===== config.mk =====
export PLATFORM = sky130hd
export DESIGN_NAME = reg_dump_reader_flat
export DESIGN_NICKNAME = d
export VERILOG_FILES = /design/src/rtl/reg_dump_reader_pkg.sv /design/src/rtl/reg_dump_reader_if.sv /design/src/rtl/reg_dump_reader.sv /design/src/flat_wrapper.sv
export SDC_FILE = /design/constraint.sdc
export NUM_CORES = 1
export LEC_CHECK = 0
export BUFFER_PORTS_ARGS = -buffer_cell sky130_fd_sc_hd__buf_2
export CAP_MARGIN = 10
export CORE_MARGIN = 8
export CORE_UTILIZATION = 35
export CTS_CLUSTER_DIAMETER = 60
export DETAILED_ROUTE_END_ITERATION = 10
export GPL_TIMING_DRIVEN = 0
export HOLD_SLACK_MARGIN = 0.02
export PLACE_DENSITY = 0.7
export SYNTH_ARGS = -nofsm -noshare
export SYNTH_HDL_FRONTEND = slang
export SYNTH_SLANG_ARGS = --single-unit

===== constraint.sdc =====
create_clock -name Clk -period 1.4 [get_ports Clk]
set_input_delay 0.21 -clock Clk [delete_from_list [all_inputs] [get_ports Clk]]
set_output_delay 0.21 -clock Clk [all_outputs]
set_load 0.03 [all_outputs]

===== src/rtl/reg_dump_reader_pkg.sv =====
// Shared constants and FSM encoding for the register-file dump reader.
package reg_dump_reader_pkg;
  localparam int NUM_REGS = 32;
  localparam int ADDR_W   = 5;
  localparam int DATA_W   = 32;

  typedef enum logic [2:0] {
    ST_IDLE  = 3'd0,
    ST_READ  = 3'd1,
    ST_SEND0 = 3'd2,
    ST_SEND1 = 3'd3,
    ST_DONE  = 3'd4
  } state_e;
endpackage


===== src/rtl/reg_dump_reader_if.sv =====
// Register-file read port pair plus the outgoing valid/ready beat stream.
interface reg_dump_reader_if #(
  parameter int ADDR_W = reg_dump_reader_pkg::ADDR_W,
  parameter int DATA_W = reg_dump_reader_pkg::DATA_W
);
  import reg_dump_reader_pkg::*;

  logic [ADDR_W-1:0] Ard1;
  logic [ADDR_W-1:0] Ard2;
  logic [DATA_W-1:0] Dout1;
  logic [DATA_W-1:0] Dout2;
  logic              OutValid;
  logic              OutReady;
  logic [DATA_W-1:0] OutData;
  logic [ADDR_W-1:0] OutIdx;

  modport master (
    output Ard1, Ard2, OutValid, OutData, OutIdx,
    input  Dout1, Dout2, OutReady
  );

  modport slave (
    input  Ard1, Ard2, OutValid, OutData, OutIdx,
    output Dout1, Dout2, OutReady
  );
endinterface


===== src/rtl/reg_dump_reader.sv =====
// Walks the register file one even/odd pair per READ cycle and streams each
// word out as a valid/ready beat; Done pulses once after the final beat.
module reg_dump_reader #(
  parameter int NUM_REGS = reg_dump_reader_pkg::NUM_REGS,
  parameter int ADDR_W   = reg_dump_reader_pkg::ADDR_W,
  parameter int DATA_W   = reg_dump_reader_pkg::DATA_W
) (
  input  logic               Clk,
  input  logic               Rst_n,
  input  logic               Start,
  input  logic               Abort,
  output logic               Busy,
  output logic               Done,
  reg_dump_reader_if.master  bus
);
  import reg_dump_reader_pkg::*;

  // Pair index only needs ADDR_W-1 bits; register numbers are {p, lsb}.
  localparam int PW = ADDR_W - 1;
  localparam logic [PW-1:0] LAST_P = PW'(NUM_REGS / 2 - 1);

  state_e            state_q, state_d;
  logic [PW-1:0]     p_q, p_d;
  logic [DATA_W-1:0] buf0_q, buf0_d;
  logic [DATA_W-1:0] buf1_q, buf1_d;

  always_ff @(posedge Clk) begin
    if (!Rst_n) begin
      state_q <= ST_IDLE;
      p_q     <= '0;
      buf0_q  <= '0;
      buf1_q  <= '0;
    end else begin
      state_q <= state_d;
      p_q     <= p_d;
      buf0_q  <= buf0_d;
      buf1_q  <= buf1_d;
    end
  end

  always_comb begin
    state_d = state_q;
    p_d     = p_q;
    buf0_d  = buf0_q;
    buf1_d  = buf1_q;
    // Abort wins over a same-cycle handshake, so the beat is never counted.
    if (Abort && state_q != ST_IDLE) begin
      state_d = ST_IDLE;
    end else begin
      case (state_q)
        ST_IDLE: if (Start) begin
          state_d = ST_READ;
          p_d     = '0;
        end
        ST_READ: begin
          buf0_d  = bus.Dout1;
          buf1_d  = bus.Dout2;
          state_d = ST_SEND0;
        end
        ST_SEND0: if (bus.OutReady) state_d = ST_SEND1;
        ST_SEND1: if (bus.OutReady) begin
          if (p_q == LAST_P) begin
            state_d = ST_DONE;
          end else begin
            p_d     = p_q + PW'(1);
            state_d = ST_READ;
          end
        end
        ST_DONE: state_d = ST_IDLE;
        default: state_d = ST_IDLE;
      endcase
    end
  end

  // Addresses follow p outside IDLE, so they hold the last READ pair.
  always_comb begin
    bus.Ard1     = '0;
    bus.Ard2     = '0;
    bus.OutValid = 1'b0;
    bus.OutData  = '0;
    bus.OutIdx   = '0;
    Busy         = (state_q != ST_IDLE);
    Done         = 1'b0;
    if (state_q != ST_IDLE) begin
      bus.Ard1 = {p_q, 1'b0};
      bus.Ard2 = {p_q, 1'b1};
    end
    case (state_q)
      ST_SEND0: begin
        bus.OutValid = 1'b1;
        bus.OutData  = buf0_q;
        bus.OutIdx   = {p_q, 1'b0};
      end
      ST_SEND1: begin
        bus.OutValid = 1'b1;
        bus.OutData  = buf1_q;
        bus.OutIdx   = {p_q, 1'b1};
      end
      ST_DONE: Done = 1'b1;
      default: ;
    endcase
  end
endmodule


===== src/flat_wrapper.sv =====
// flat-port wrapper written by rule: the top's interface ports become plain ports
module reg_dump_reader_flat import reg_dump_reader_pkg::*;
#(
  parameter int NUM_REGS = reg_dump_reader_pkg::NUM_REGS,
  parameter int ADDR_W   = reg_dump_reader_pkg::ADDR_W,
  parameter int DATA_W   = reg_dump_reader_pkg::DATA_W
)
  (Clk, Rst_n, Start, Abort, Busy, Done, bus_Ard1, bus_Ard2, bus_OutValid, bus_OutData, bus_OutIdx, bus_Dout1, bus_Dout2, bus_OutReady);
  reg_dump_reader_if #(.ADDR_W(ADDR_W), .DATA_W(DATA_W)) bus_i ();
  input  logic Clk;
  input  logic Rst_n;
  input  logic Start;
  input  logic Abort;
  output logic Busy;
  output logic Done;
  output wire logic [$bits(bus_i.Ard1)-1:0] bus_Ard1;
  output wire logic [$bits(bus_i.Ard2)-1:0] bus_Ard2;
  output wire logic [$bits(bus_i.OutValid)-1:0] bus_OutValid;
  output wire logic [$bits(bus_i.OutData)-1:0] bus_OutData;
  output wire logic [$bits(bus_i.OutIdx)-1:0] bus_OutIdx;
  input wire logic [$bits(bus_i.Dout1)-1:0] bus_Dout1;
  input wire logic [$bits(bus_i.Dout2)-1:0] bus_Dout2;
  input wire logic [$bits(bus_i.OutReady)-1:0] bus_OutReady;
  assign bus_Ard1 = bus_i.Ard1;
  assign bus_Ard2 = bus_i.Ard2;
  assign bus_OutValid = bus_i.OutValid;
  assign bus_OutData = bus_i.OutData;
  assign bus_OutIdx = bus_i.OutIdx;
  assign bus_i.Dout1 = bus_Dout1;
  assign bus_i.Dout2 = bus_Dout2;
  assign bus_i.OutReady = bus_OutReady;
  reg_dump_reader #(.NUM_REGS(NUM_REGS), .ADDR_W(ADDR_W), .DATA_W(DATA_W)) u_core (.Clk(Clk), .Rst_n(Rst_n), .Start(Start), .Abort(Abort), .Busy(Busy), .Done(Done), .bus(bus_i));
endmodule

==> impl_metrics.toml, run 1 <==
[status]
outcome = "complete, but fails checks"
violations = "setup timing"

[timing]
fin_crit_ns = 1.837
setup_viol_count_final = 120
relSlewSlack_pct = 52.44
fmax_ghz = 0.5444
finalCritPeriodShare_pct = 131.2
worstMarginPinSlew_ns = 0.7133
grt_setup_unrepaired = "true"
skew_ns = 0.01147
finalHoldViolCount = 0
tns_ns = -41.47
finalWorstSetupSlack_ns = -0.4370
drv_slew = 0

[clocking]
clk_pin_slew_ns = 0.08
cts_buffers = 9
cts_tree = "yes"
clkSinkCount = 71
cts_buffer_depth = 2
hold_buffers = 0
root_buffer = "clkbuf_8"
clk_latency_ns = 0.36
h-tree-depth = 3

[layout]
instances_no_fill = 720
fin_nets = 652
n_antenna_cell = 0
seqCellArea_mm2 = 0.001428
multi_input_area_mm2 = 0.002380
syn_to_final_growth_pct = 78.14
drive_gt1_share_pct = 47.36
nFillCells = 794

[synth]
yosys-top-cells-area = "dfxtp_1, nand2_1, a21boi_1"
synth_seq_cells = 71
yosys_warnings = 0
synthFlopType = "dfxtp_1"
yosys.area.top_type = "dfxtp_1"
synth_top_area_share_pct = 42.09
synth_edf_count = 0
synthesis.area_mm2 = 0.003377
synth_nets = 488
synth_area_per_cell_um2 = 8.079
synth_seq_area_share_pct = 42.09
synthArstFlopShare_pct = 0
yosysUniqueCellTypes = 35
synth_cells = 418

[worst_setup_path]
reg2reg_to = "u_core.buf0_q[23]$_SDFFE_PN0P_"
crit_path_cell_trace = "buf_6 -> buf_6 -> or4b_4 -> buf_12 -> bufbuf_16 -> nand2_1 -> a21boi_1"
endpoint_kind = "flip-flop"
r2r_start = "u_core.state_q[0]$_SDFFE_PP0P_"
critPathSlowestCell = "or4b_4"
critPathMostFrequentCell = "buf_6"
worstSetupPathType = "flip-flop to flip-flop"
rr_worst_depth = 7
max_stage_delay_ns = 0.52
crit_family = "buffers and inverters"
crit_fanout = 7
path_buf_inv = 4
worst_ep_required_time_ns = 1.64
cp.arrival_ns = 2.08
reg2reg_slack_ns = -0.44
critPathLaunchType = "flip-flop"

[job]
drv_cap = 0

[die]
core.rowCount = 36
core_area_mm2 = 0.009549
dieHeight_um = 114.2
ioPinCount = 119
initial_core_util_pct = 35.36
die_w_um = 114.2
fp.dieArea_mm2 = 0.01305

[grt]
grt_pass1_vias = 3791
grt_pass1_wl_um = 19040
grt_usage_pct = 19.01
antenna_found_initial = 0
grt_max_degree = 12
grt-ovfl-total = 0

[drt]
drcViolationCount = 0
drt_iter0_drc = 155
dr_total_vias = 3503
routed_wl_um = 12210
drt-vias-per-instance = 4.865
post_drt_wl_per_cell_um = 16.96
drtPass1Iterations = 4
antenna_left = 0

[worst_hold_path]
hp-class = "primary input to flip-flop"
hold_depth = 3
worstHoldStart = "bus_Dout1[13]"
holdPathEnd = "u_core.buf0_q[13]$_SDFFE_PN0P_"

[placement]
dp_hpwl_um = 7718
place_congestion = 0.8154
place_inst = 668
io_buffers = 117

[power_and_ir_drop]
leakagePower_nw = 2.337
power-per-cell-area_mw_per_mm2 = 959.1
power.total_mw = 5.770
ir_drop_uv = 572.9
## registers in the layout, indices dropped and copies added (netlist names)
name            count
u_core.buf0_q      32
u_core.buf1_q      32
u_core.p_q          4
u_core.state_q      3
## kinds of logic (layout without fill, tap and decap cells)
| family | Yosys count | count (layout) | synth area share (%) |
|---|---|---|---|
| adder cells (fa/ha/maj) | 1 | 1 | 0.3704 |
| AND/OR/NAND/NOR | 193 | 193 | 23.71 |
| AO/OA/AOI/OAI | 73 | 73 | 16.15 |
| flip-flops | 71 | 71 | 42.09 |
| other | 1 | 1 | 0.1110 |
| multiplexers | 33 | 33 | 9.781 |
| buffers and inverters | 46 | 215 | 7.781 |
## worst min-delay path, stage by stage
cell and delay (ns):
buf_2 0.10, nand2_1 0.05, a21boi_1 0.05
## final cells by class
| type | count | share of cell area [%] |
|---|---|---|
| buffer | 37 | 7.259 |
| clock buffer | 13 | 2.808 |
| clock inverter | 3 | 0.6656 |
| inverter | 8 | 0.5408 |
| multi-input combinational | 301 | 39.56 |
| sequential | 71 | 23.73 |
| tap | 133 | 2.766 |
| timing repair buffer | 154 | 22.67 |
## layout by cell type, fill, tap and decap left out, types with 7 or more instances in the layout
master    synthesis  layout
nand2_1         130     130
buf_2            12      76
dfxtp_1          71      68
a21boi_1         60      60
buf_6             6      41
buf_4             8      37
nor2_4            0      33
mux2i_4           0      27
clkbuf_8          0      12
buf_12            0       8
clkbuf_1         10       8
buf_8             0       7
## synthesized netlist by cell type (all sizes together) (3+ instances only)
master  count
buf        28
inv         8
mux2i      33
a21boi     64
nand3b      3
dfxtp      71
nand2b      3
nor2       39
nand2     130
clkbuf     10
## what timing repair did
| item | in CTS | in global routing |
|---|---|---|
| hold endpoints to repair | 0 | 0 |
| setup endpoints to repair | 118 | 120 |
| resized for setup | 186 | 12 |
| pin swaps | 11 | 5 |
| buffers inserted | 20 | 7 |
| gates cloned | 10 | 0 |
## stage by stage
stage          setup slack (ns)  hold WS (ns)  util, %  cell area, µm²
2_1_floorplan           -0.1284        0.3233        -            3675
3_3_place_gp            -0.3716        0.4408    46.36            4427
3_5_place_dp            -0.3754        0.4471    46.36            4427
4_1_cts                 -0.4467       0.07650    61.75            5897
5_1_grt                 -0.4908       0.07089    63.00            6016
6_report                -0.4370       0.08251    63.00            6016
## metal layers
metal	global-route usage (%)	share of wire, %	vias to the layer above	wire length (µm)
li1	-	-	1711	-
met1	21.89	41	1655	5049
met2	33.04	51	114	6280
met3	3.692	5.1	23	617
met4	9.139	2.2	0	264
met5	0	0	-	0
## report_power, final
group | total [mW] | leakage, nW | internal [mW] | switching (mW)
Combinational | 1.79 | 1.65 | 0.974 | 0.813
Sequential | 2.23 | 0.577 | 2.13 | 0.102
Clock | 1.75 | 0.109 | 0.965 | 0.786
Total | 5.77 | 2.34 | 4.07 | 1.70
## how the worst max path moves through the flow
stage                                    from                              to  slack [ns]  depth (start not counted)
5_1_grt        u_core.state_q[0]$_SDFFE_PP0P_                     bus_Ard2[3]       -0.49                          7
3_5_place_dp   u_core.state_q[1]$_SDFFE_PP0P_                  bus_OutData[8]       -0.38                          6
3_3_place_gp   u_core.state_q[1]$_SDFFE_PP0P_                  bus_OutData[8]       -0.37                          6
6_report       u_core.state_q[0]$_SDFFE_PP0P_  u_core.buf0_q[23]$_SDFFE_PN0P_       -0.44                          7
4_1_cts        u_core.state_q[0]$_SDFFE_PP0P_                 bus_OutData[21]       -0.45                          7
2_1_floorplan  u_core.state_q[0]$_SDFFE_PP0P_                     bus_Ard2[0]       -0.13                          4
(Power assumes the default switching activity.)
==> run 2: changes to the inputs <==
--- a/config.mk
+++ b/config.mk
@@ -9,10 +9,10 @@
 export CAP_MARGIN = 10
 export CORE_MARGIN = 8
 export CORE_UTILIZATION = 35
+export CTS_BUF_LIST = sky130_fd_sc_hd__clkbuf_4 sky130_fd_sc_hd__clkbuf_8 sky130_fd_sc_hd__clkbuf_16
 export CTS_CLUSTER_DIAMETER = 60
 export DETAILED_ROUTE_END_ITERATION = 10
 export GPL_TIMING_DRIVEN = 0
-export HOLD_SLACK_MARGIN = 0.02
 export PLACE_DENSITY = 0.7
 export SYNTH_ARGS = -nofsm -noshare
 export SYNTH_HDL_FRONTEND = slang
==> impl_metrics.toml, run 2 (synthesis results as in run 1) <==
[status]
outcome = "complete, but fails checks"
violations = "setup timing"

[worst_setup_path]
crit_fanout = 7
critPathMostFrequentCell = "buf_6"
crit_family = "buffers and inverters"
worstSetupPathType = "flip-flop to flip-flop"
crit_path_cell_trace = "buf_6 -> buf_6 -> or4b_4 -> buf_12 -> bufbuf_16 -> nand2_1 -> a21boi_1"
r2r_start = "u_core.state_q[0]$_SDFFE_PP0P_"
worst_ep_required_time_ns = 1.64
max_stage_delay_ns = 0.52
endpoint_kind = "flip-flop"
critPathSlowestCell = "or4b_4"
crit_start = "u_core.state_q[0]$_SDFFE_PP0P_"
path_buf_inv = 4
cp.arrival_ns = 2.08
critPathLaunchType = "flip-flop"

[power_and_ir_drop]
leakagePower_nw = 2.335
ir_drop_uv = 570.3
power.total_mw = 5.796
power-per-cell-area_mw_per_mm2 = 961.7

[die]
ioPinCount = 119
fp.dieArea_mm2 = 0.01305
core.rowCount = 36
core_area_mm2 = 0.009549
die_w_um = 114.2
dieHeight_um = 114.2
initial_core_util_pct = 35.36

[layout]
syn_to_final_growth_pct = 78.47
drive_gt1_share_pct = 47.44
fin_nets = 651
final_common_cell = "nand2_1"
final_cell_mix = "nand2_1, buf_2, dfxtp_1"
reg.largest.list = "u_core.buf0_q: 32 flops, u_core.buf1_q: 32 flops, u_core.p_q: 4 flops"
n_antenna_cell = 0

[drt]
post_drt_wl_per_cell_um = 17.09
dr_total_vias = 3532
drt-vias-per-instance = 4.912
drt_iter0_drc = 126
drcViolationCount = 0
drtPass1Iterations = 4
antenna_left = 0
routed_wl_um = 12290

[timing]
relSlewSlack_pct = 48.10
skew_ns = 0.01085
finalCritPeriodShare_pct = 131.5
fmax_ghz = 0.5431
setup_viol_count_final = 120
finalHoldViolCount = 0
fin_crit_ns = 1.841
finalWorstSetupSlack_ns = -0.4413
grt_setup_unrepaired = "true"
worstMarginPinSlew_ns = 0.7784
drv_slew = 0

[clocking]
cts_tree = "yes"
clk_latency_ns = 0.36
hold_buffers = 0
cts_buffers = 9
clkSinkCount = 71
root_buffer = "clkbuf_8"
clk_pin_slew_ns = 0.08
h-tree-depth = 3
cts_buffer_depth = 2

[placement]
io_buffers = 117
dp_hpwl_um = 7718
place_congestion = 0.8154
place_worst_setup_slack_ns = -0.3754

[grt]
antenna_found_initial = 0
grt-ovfl-total = 0
grt_pass1_vias = 3781
grt_usage_pct = 19.00
grt_pass1_wl_um = 19040
grt_max_degree = 12

[job]
drv_cap = 0

[worst_hold_path]
hp-class = "primary input to flip-flop"
worstHoldStart = "bus_Dout1[13]"
==> run 2: routing by layer <==
layer / GRT usage, % / vias to the layer above / share of wire (%)
met4: 9.139 / 0 / 2.3
li1: - / 1708 / -
met1: 21.98 / 1688 / 42
met2: 32.89 / 112 / 51
met3: 3.692 / 24 / 4.6
met5: 0 / - / 0
==> run 2: area by class of cell <==
cell class / count / area, µm²
multi-input combinational: 301 / 2391
tap: 133 / 166.4
fill: 794 / 3522
clock inverter: 3 / 40.04
inverter: 8 / 32.53
sequential: 71 / 1428
buffer: 37 / 436.7
timing repair buffer: 153 / 1360
clock buffer: 13 / 172.7
==> run 2: through the flow <==
stage                     hold slack, ns  cells  cell area, µm²  TNS, ns  utilization [%]
after floorplan                   0.3233    418            3675   -1.205                -
after global placement            0.4408    668            4427   -22.61            46.36
after detailed placement          0.4471    668            4427   -24.16            46.36
after CTS                        0.07650    714            5901   -41.17            61.79
after global routing             0.07089    719            6027   -49.31            63.12
final                            0.08058    719            6027   -41.63            63.12
==> run 2: report_power, final <==
part	total (mW)	internal (mW)	switching [mW]
logic	1.79	0.972	0.819
clock network	1.77	0.984	0.790
registers	2.23	2.13	0.102
total	5.80	4.08	1.71
==> run 2: worst paths after layout <==
path | endpoint | slack (ns) | depth (start not counted)
worst min register to register | u_core.buf0_q[22]$_SDFFE_PN0P_ | 0.46 | 2
worst min-delay path | u_core.buf0_q[13]$_SDFFE_PN0P_ | 0.08 | 3
worst max register to register | u_core.buf0_q[23]$_SDFFE_PN0P_ | -0.44 | 7
worst max-delay path | u_core.buf0_q[23]$_SDFFE_PN0P_ | -0.44 | 7
==> run 2: what timing repair did <==
| item | CTS | global route |
|---|---|---|
| cloned | 10 | 0 |
| pin swaps | 11 | 8 |
| endpoints found under the hold margin | 0 | 0 |
| setup buffers | 20 | 6 |
| setup endpoints to repair | 118 | 120 |
| gates resized for setup | 186 | 14 |
==> run 2: tightest hold or removal path: stages <==
cell      delay, ns
buf_2          0.10
nand2_1        0.05
a21boi_1       0.05
==> run 3: changes to the inputs <==
--- a/config.mk
+++ b/config.mk
@@ -10,9 +10,9 @@
 export CORE_MARGIN = 8
 export CORE_UTILIZATION = 35
 export CTS_BUF_LIST = sky130_fd_sc_hd__clkbuf_4 sky130_fd_sc_hd__clkbuf_8 sky130_fd_sc_hd__clkbuf_16
-export CTS_CLUSTER_DIAMETER = 60
 export DETAILED_ROUTE_END_ITERATION = 10
 export GPL_TIMING_DRIVEN = 0
+export HOLD_SLACK_MARGIN = 0.1
 export PLACE_DENSITY = 0.7
 export SYNTH_ARGS = -nofsm -noshare
 export SYNTH_HDL_FRONTEND = slang
==> impl_metrics.toml, run 3 (synthesis results as in run 1) <==
[status]
outcome = "complete, but fails checks"
violations = "setup timing"

[placement]
io_buffers = 117
dp_hpwl_um = 7718
place_inst = 668
place_worst_setup_slack_ns = -0.3754
place_congestion = 0.8154
placed_cell_area_mm2 = 0.004427

[timing]
drv_slew = 0
worstMarginPinSlew_ns = 0.7071
fmax_ghz = 0.5438
skew_ns = 0.009116
finalCritPeriodShare_pct = 131.3
finalHoldViolCount = 0
fin_crit_ns = 1.839
setup_viol_count_final = 120
tns_ns = -40.93
relSlewSlack_pct = 52.86
grt_setup_unrepaired = "true"
finalWorstSetupSlack_ns = -0.4388

[clocking]
cts_buffer_depth = 2
cts_buffers = 9
clk_pin_slew_ns = 0.08
clkSinkCount = 71
root_buffer = "clkbuf_8"
clk_latency_ns = 0.36
cts_tree = "yes"
h-tree-depth = 3

[layout]
final_common_cell = "nand2_1"
n_antenna_cell = 0
drive_gt1_share_pct = 43.30
reg.largest.list = "u_core.buf0_q: 32 flops, u_core.buf1_q: 32 flops, u_core.p_q: 4 flops"
syn_to_final_growth_pct = 94.26
final_util_pct = 68.70
fin_area_mm2 = 0.006560
final_cell_mix = "nand2_1, buf_2, dfxtp_1"
nFillCells = 701
instances_no_fill = 775
fin_nets = 707

[worst_setup_path]
r2r_start = "u_core.state_q[0]$_SDFFE_PP0P_"
crit_path_end = "u_core.buf1_q[10]$_SDFFE_PN0P_"
worst_ep_required_time_ns = 1.66
critPathLaunchType = "flip-flop"
crit_start = "u_core.state_q[0]$_SDFFE_PP0P_"
worstSetupPathType = "flip-flop to flip-flop"
reg2reg_to = "u_core.buf1_q[10]$_SDFFE_PN0P_"
endpoint_kind = "flip-flop"
rr_worst_depth = 7
crit_fanout = 8
cp.arrival_ns = 2.10
reg2reg_slack_ns = -0.44

[worst_hold_path]
hp-class = "primary input to flip-flop"
worstHoldStart = "bus_Dout2[30]"

[drt]
antenna_left = 0
routed_wl_um = 13290
drcViolationCount = 0
drt-vias-per-instance = 4.866
dr_total_vias = 3771
drtPass1Iterations = 5
drt_iter0_drc = 161
post_drt_wl_per_cell_um = 17.15

[grt]
grt_pass1_vias = 4136
antenna_found_initial = 0
grt_pass1_wl_um = 21110
grt_usage_pct = 21.04
grt-ovfl-total = 0
grt_max_degree = 12

[die]
core.rowCount = 36
core_area_mm2 = 0.009549
initial_core_util_pct = 35.36
dieHeight_um = 114.2
ioPinCount = 119
die_w_um = 114.2
fp.dieArea_mm2 = 0.01305

[job]
drv_cap = 0

[power_and_ir_drop]
power-per-cell-area_mw_per_mm2 = 901.8
leakagePower_nw = 2.564
ir_drop_uv = 559.2
run 3: cell count changes in the layout (fill, tap and decap cells not counted):
cell / previous run / this run
buf_6: 42 / 41
dlygate4sd3_1: 0 / 56
buf_4: 35 / 37
o2111ai_4: 1 / 0
buf_12: 8 / 7
o2111ai_2: 0 / 1
run 3: layer usage:
layer  global-route usage [%]  share of wire (%)
met1                    23.11                 40
met2                    37.07                 52
met3                    5.327                5.8
met4                    10.03                3.0
met5                        0                  0
run 3: area by class of cell:
type                       count  area [µm²]  area share, %
inverter                       8       32.53         0.4959
multi-input combinational    301        2380          36.28
clock inverter                 3       40.04         0.6103
timing repair buffer         209        1904          29.03
clock buffer                  13       172.7          2.632
buffer                        37       436.7          6.656
tap                          133       166.4          2.537
sequential                    71        1428          21.76
run 3: where the power goes:
| part | switching (mW) | total (mW) | internal [mW] |
|---|---|---|---|
| combinational | 0.842 | 1.91 | 1.07 |
| clock | 0.792 | 1.78 | 0.984 |
| sequential | 0.103 | 2.23 | 2.13 |
| total | 1.74 | 5.92 | 4.18 |
run 3: repair_timing:
item,in CTS,in global routing
cloned,10,0
buffers inserted,20,6
resized for setup,186,12
pin swaps,11,4
hold buffers,56,0
setup endpoints to repair,118,120
hold endpoints to repair,56,0
run 3: how the worst min path moves through the flow:
stage | endpoint | slack [ns] | cells past startpoint
after floorplan | u_core.state_q[0]$_SDFFE_PP0P_ | 0.32 | 1
after global placement | u_core.buf0_q[16]$_SDFFE_PN0P_ | 0.44 | 2
after detailed placement | u_core.buf0_q[22]$_SDFFE_PN0P_ | 0.45 | 2
after CTS | u_core.buf1_q[30]$_SDFFE_PN0P_ | 0.10 | 3
after global routing | u_core.buf0_q[29]$_SDFFE_PN0P_ | 0.10 | 3
final | u_core.buf1_q[30]$_SDFFE_PN0P_ | 0.10 | 3
run 3: metrics by stage:
step	total power, mW	hold slack [ns]
floorplan	2.930	0.3233
global placement	3.221	0.4408
detailed placement	3.241	0.4471
CTS	5.832	0.1017
global route	6.152	0.1004
finish	5.916	0.1020
run 3: worst max-delay path, cell delays in order (launching register included):
cell and delay, ns:
dfxtp_2 0.39, buf_6 0.12, buf_6 0.10, or4b_4 0.52, buf_12 0.18, bufbuf_16 0.26
nand2_1 0.08, a21boi_1 0.07
